--- src/rtl/tanh_grad_if.sv ---
// Handshake bundle for tanh_grad: y/dy request side, dx response side.
interface tanh_grad_if #(
  parameter int DATA_WIDTH = 16
);
  logic                  in_valid;
  logic                  in_ready;
  logic [DATA_WIDTH-1:0] y;
  logic [DATA_WIDTH-1:0] dy;
  logic                  out_valid;
  logic                  out_ready;
  logic [DATA_WIDTH-1:0] dx;

  modport master (
    output in_valid, y, dy, out_ready,
    input  in_ready, out_valid, dx
  );

  modport slave (
    input  in_valid, y, dy, out_ready,
    output in_ready, out_valid, dx
  );
endinterface

--- src/rtl/tanh_grad.sv ---
// tanh backward pass: dx = dy * (1 - y^2), one shared shift-add multiplier.
// Define TANH_GRAD_ROUND_EN for round-half-up instead of truncation.
module tanh_grad #(
  parameter int DATA_WIDTH  = 16,
  parameter int FRACT_WIDTH = 12
) (
  input logic        clk,
  input logic        rst,
  tanh_grad_if.slave bus
);
  localparam int W  = DATA_WIDTH;
  localparam int AW = 2 * DATA_WIDTH;
  localparam int CW = $clog2(DATA_WIDTH + 1);
  localparam logic [W-1:0] ONE = W'(1) << FRACT_WIDTH;

  typedef enum logic [2:0] {
    IDLE, SQ, SUB, GRAD, DONE
  } state_t;

  state_t         state_q, state_d;
  logic [CW-1:0]  cnt_q, cnt_d;
  logic [AW-1:0]  acc_q, acc_d;
  logic [AW-1:0]  mcand_q, mcand_d;
  logic [W-1:0]   mplier_q, mplier_d;
  logic           neg_q, neg_d;
  logic [W-1:0]   dya_q, dya_d;
  logic [W-1:0]   dx_q, dx_d;
  logic           ov_q, ov_d;

  logic [W-1:0]   y_abs, ya, dy_abs;
  logic [AW-1:0]  acc_step, acc_rnd, shr;
  logic [W-1:0]   sq, m;

  assign y_abs  = bus.y[W-1] ? -bus.y : bus.y;
  assign ya     = (y_abs > ONE) ? ONE : y_abs;
  assign dy_abs = bus.dy[W-1] ? -bus.dy : bus.dy;

  assign acc_step = mplier_q[0] ? acc_q + mcand_q : acc_q;

`ifdef TANH_GRAD_ROUND_EN
  localparam logic [AW-1:0] HALF = AW'(1) << (FRACT_WIDTH - 1);
  assign acc_rnd = acc_q + HALF;
`else
  assign acc_rnd = acc_q;
`endif

  // Clamps only bite when rounding pushes past the exact bound.
  assign shr = acc_rnd >> FRACT_WIDTH;
  assign sq  = (shr > AW'(ONE))   ? ONE   : shr[W-1:0];
  assign m   = (shr > AW'(dya_q)) ? dya_q : shr[W-1:0];

  always_comb begin
    state_d  = state_q;
    cnt_d    = cnt_q;
    acc_d    = acc_q;
    mcand_d  = mcand_q;
    mplier_d = mplier_q;
    neg_d    = neg_q;
    dya_d    = dya_q;
    dx_d     = dx_q;
    ov_d     = ov_q;
    unique case (state_q)
      IDLE: begin
        if (bus.in_valid) begin
          acc_d    = '0;
          mcand_d  = AW'(ya);
          mplier_d = ya;
          neg_d    = bus.dy[W-1];
          dya_d    = dy_abs;
          cnt_d    = '0;
          state_d  = SQ;
        end
      end
      SQ: begin
        acc_d    = acc_step;
        mcand_d  = mcand_q << 1;
        mplier_d = mplier_q >> 1;
        cnt_d    = cnt_q + 1'b1;
        if (cnt_q == CW'(W - 1)) state_d = SUB;
      end
      SUB: begin
        acc_d    = '0;
        mcand_d  = AW'(dya_q);
        mplier_d = ONE - sq;
        cnt_d    = '0;
        state_d  = GRAD;
      end
      GRAD: begin
        // Extra cycle after the last bit lets dx come from a settled acc.
        if (cnt_q == CW'(W)) begin
          dx_d    = neg_q ? -m : m;
          ov_d    = 1'b1;
          state_d = DONE;
        end else begin
          acc_d    = acc_step;
          mcand_d  = mcand_q << 1;
          mplier_d = mplier_q >> 1;
          cnt_d    = cnt_q + 1'b1;
        end
      end
      DONE: begin
        if (bus.out_ready) begin
          ov_d    = 1'b0;
          state_d = IDLE;
        end
      end
      default: state_d = IDLE;
    endcase
  end

  always_ff @(posedge clk) begin
    if (rst) begin
      state_q  <= IDLE;
      cnt_q    <= '0;
      acc_q    <= '0;
      mcand_q  <= '0;
      mplier_q <= '0;
      neg_q    <= 1'b0;
      dya_q    <= '0;
      dx_q     <= '0;
      ov_q     <= 1'b0;
    end else begin
      state_q  <= state_d;
      cnt_q    <= cnt_d;
      acc_q    <= acc_d;
      mcand_q  <= mcand_d;
      mplier_q <= mplier_d;
      neg_q    <= neg_d;
      dya_q    <= dya_d;
      dx_q     <= dx_d;
      ov_q     <= ov_d;
    end
  end

  assign bus.in_ready  = (state_q == IDLE);
  assign bus.out_valid = ov_q;
  assign bus.dx        = dx_q;
endmodule

--- src/flat_wrapper.sv ---
// flat-port wrapper written by rule: the top's interface ports become plain ports
module tanh_grad_flat 
#(
  parameter int DATA_WIDTH  = 16,
  parameter int FRACT_WIDTH = 12
)
  (clk, rst, bus_in_valid, bus_y, bus_dy, bus_out_ready, bus_in_ready, bus_out_valid, bus_dx);
  tanh_grad_if #(.DATA_WIDTH(DATA_WIDTH)) bus_i ();
  input logic clk;
  input logic rst;
  input wire logic [$bits(bus_i.in_valid)-1:0] bus_in_valid;
  input wire logic [$bits(bus_i.y)-1:0] bus_y;
  input wire logic [$bits(bus_i.dy)-1:0] bus_dy;
  input wire logic [$bits(bus_i.out_ready)-1:0] bus_out_ready;
  output wire logic [$bits(bus_i.in_ready)-1:0] bus_in_ready;
  output wire logic [$bits(bus_i.out_valid)-1:0] bus_out_valid;
  output wire logic [$bits(bus_i.dx)-1:0] bus_dx;
  assign bus_i.in_valid = bus_in_valid;
  assign bus_i.y = bus_y;
  assign bus_i.dy = bus_dy;
  assign bus_i.out_ready = bus_out_ready;
  assign bus_in_ready = bus_i.in_ready;
  assign bus_out_valid = bus_i.out_valid;
  assign bus_dx = bus_i.dx;
  tanh_grad #(.DATA_WIDTH(DATA_WIDTH), .FRACT_WIDTH(FRACT_WIDTH)) u_core (.clk(clk), .rst(rst), .bus(bus_i));
endmodule
--- config.mk ---
export PLATFORM = sky130hd
export DESIGN_NAME = tanh_grad_flat
export DESIGN_NICKNAME = d
export VERILOG_FILES = /design/src/rtl/tanh_grad_if.sv /design/src/rtl/tanh_grad.sv /design/src/flat_wrapper.sv
export SDC_FILE = /design/constraint.sdc
export NUM_CORES = 1
export LEC_CHECK = 0
export BUFFER_PORTS_ARGS = -buffer_cell sky130_fd_sc_hd__buf_2
export CAP_MARGIN = 20
export CORE_MARGIN = 1
export CORE_UTILIZATION = 35
export DETAILED_ROUTE_END_ITERATION = 8
export PLACE_DENSITY = 0.57
export SYNTH_ARGS = -nofsm -noshare
export SYNTH_HDL_FRONTEND = slang
export SYNTH_SLANG_ARGS = --single-unit
--- constraint.sdc ---
create_clock -name clk -period 3.7 [get_ports clk]
set_input_delay 0.185 -clock clk [delete_from_list [all_inputs] [get_ports clk]]
set_output_delay 0.185 -clock clk [all_outputs]
set_load 0.01 [all_outputs]
==> impl_metrics.toml <==
[logic_synthesis]
syn-cell-area_sq_mm = 0.008302
synthArstFlopShare_pct = 0
synth-xor-area-share_pct = 6.858
synth_top_area_share_pct = 29.42
synth_edf_count = 0
ys.warnings.count = 0
synth_top_family_by_area = "compound AO/OA/AOI/OAI gates"
syn_nets = 1151
seq_area_frac_synth_pct = 29.42
synth_area_leader_cell = "dfxtp_1"
syn_area_per_cell_sq_um = 7.832
ys.flop_type = "dfxtp_1"
ys_ff_latch = 122
synth_adder_area_share_pct = 8.380
muxShareOfSynthArea_pct = 2.622
synth_cell_types = 73
syn_inst = 1060
synth-simple-area-share_pct = 22.91
synth_area_leaders = "dfxtp_1 29%, ha_1 8.1%, nor2_1 5.8%"
synth_compound_area_share_pct = 25.58

[cts]
cts_tree = "built"
cts_max_path_buffers = 2
cts_htree_levels = 4
cts_resized = 0
cts_setup_buffers = 0
cts_buffers = 17
clock_sinks = 122
root_buffer = "clkbuf_16"
postCtsHoldBufs = 0
clock_latency_ns = 0.42
clkTransAtPathRegs_ns = 0.06

[critical_path]
worstPathArrival_ns = 3.59
start_kind = "register"
critPathKind = "register to register"
critPathCaptureType = "register"
critPathRequiredTime_ns = 3.98
worstPathMaxFanout = 10

[global_route]
grt_max_degree = 61
grt_pass1_vias = 7352
grt_pass1_wl_um = 39270
grt_usage_pct = 20.65
antenna_found_initial = 0
overflow = 0

[layout]
final_common_cell = "nor2_1"
multi_input_area_sq_mm = 0.005523
design_area_sq_mm = 0.009554
num_antenna_cells = 0
fin_nets = 1194
layout_common_cells = "127 x nor2_1, 122 x dfxtp_1, 97 x nand2_1"
drive_gt1_share_pct = 12.81
n_fill_cell = 2355
regArea_sq_mm = 0.002442
area_growth_pct = 15.09

[job]
max_cap_violations = 0

[floorplan]
core_area_sq_mm = 0.02292
design.portCount = 54
die_x_um = 156.0
placementRows = 55
chipHeight_um = 156.0
die-area_sq_mm = 0.02434
initial_core_util_pct = 36.23

[sta]
slew_viol_final = 0
rsz0062_at_grt = "no"
tns_ns = 0
timing.final.crit_share_pct = 89.58
max_freq_mhz = 301.7
fin_crit_ns = 3.314
setup_viol = 0
clock_skew_ns = 0.01119
layout_setup_ws_ns = 0.3857
slew_headroom_pct = 46.09
finalHoldViolCount = 0
worst_pin_slew_ns = 0.8086

[placement]
numPortBuffers = 53
place_area_sq_mm = 0.008966
place_ws_ns = 0.4142
place_congestion = 0.8915
dpl.hpwl_um = 18180

[route]
vias = 7850
vias_per_cell = 5.493
wl_per_cell_um = 17.02
routed_wl_um = 24330
firstDrtPassIters = 5
ant_nets = 0
drc = 0
drt-initial-drc-count = 667

[power_and_ir_drop]
vdd_drop_max_uv = 287.0
p_per_area_mw_per_mm2 = 405.3
leakagePower_nw = 3.986

[run_status]
status = "completed"

[hold_path]
hp-class = "primary input to register"
[final cells by class]
class	instances	share of cell area, %
inverters	31	1.218
multi-input cells	848	57.81
clock inverters	15	1.702
well taps	313	4.099
repair buffers	83	5.160
clock buffers	17	4.453
flip-flops and latches	122	25.56
[Yosys cell counts (all sizes together) (7+ instances only)]
cell / number
nor2: 128
dfxtp: 122
nand2: 98
a21oi: 89
o21ai: 55
clkbuf: 54
ha: 54
nand3: 39
xor2: 34
inv: 31
xnor2: 31
a211oi: 27
nor3: 26
a22oi: 20
a21o: 17
mux2i: 15
o22ai: 14
a221o: 13
nand4: 12
nand2b: 11
nand3b: 11
or3: 11
and3: 10
o31ai: 10
a221oi: 9
nor2b: 9
a2111oi: 8
a31oi: 7
or2: 7
or4: 7
[flip-flops by register name, summed over array words and instances (netlist names)]
register              count
u_core.state_q            3
u_core.acc_q             32
u_core.cnt_q              5
u_core.bus.out_valid      1
u_core.mplier_q          16
u_core.bus.dx            16
u_core.dya_q             16
u_core.mcand_q           32
u_core.neg_q              1
[per-layer routing]
metal / GRT usage [%] / up-vias / routed length [um] / share of wire [%]
met5: 0 / - / 0 / 0
met4: 7.610 / 0 / 511 / 2.1
met3: 2.694 / 33 / 856 / 3.5
met2: 32.44 / 164 / 10790 / 44
met1: 28.67 / 3673 / 12170 / 50
li1: - / 3980 / - / -
[final timing paths]
check	startpoint	endpoint	slack [ns]	cells after the start
min	bus_dy[0]	u_core.dya_q[0]$_SDFFE_PP0P_	0.03	3
min reg2reg	u_core.bus.dx[5]$_SDFFE_PP0P_	u_core.bus.dx[5]$_SDFFE_PP0P_	0.45	2
max reg2reg	u_core.acc_q[20]$_SDFFE_PP0P_	u_core.mplier_q[8]$_SDFFE_PP0P_	0.39	12
max	u_core.acc_q[20]$_SDFFE_PP0P_	u_core.mplier_q[8]$_SDFFE_PP0P_	0.39	12
[logic make-up after synthesis]
logic type      count (synthesis)
xor+xnor                       65
fa+ha+maj                      55
buf+inv                        90
flops                         122
mux                            21
simple gates                  393
compound gates                314
[through the flow]
stage,utilization [%],total power [mW],std cells,hold WS [ns]
floorplan,-,1.975,1060,0.3210
global placement,39.13,2.221,1397,0.4371
detailed placement,39.13,2.218,1397,0.4435
CTS,41.69,3.897,1429,0.02079
global route,41.69,4.052,1429,0.05553
finish,41.69,3.873,1429,0.03441
[critical path, stage by stage, from the launching register on]
cell       delay, ns
dfxtp_1         0.45
nor3_1          0.46
nand2b_1        0.26
or3_1           0.38
a21oi_2         0.23
nand2_1         0.09
ha_1            0.26
and2_1          0.20
nand3_1         0.09
a21oi_1         0.08
o21a_1          0.20
a2111oi_0       0.39
nor3_1          0.09
[report_power, final]
| group | internal, mW | switching [mW] | total, mW |
|---|---|---|---|
| Clock | 1.00 | 0.669 | 1.67 |
| Combinational | 0.260 | 0.477 | 0.737 |
| Sequential | 1.38 | 0.0809 | 1.46 |
| Total | 2.65 | 1.23 | 3.87 |
No activity file was read; power rests on OpenSTA's default activity.
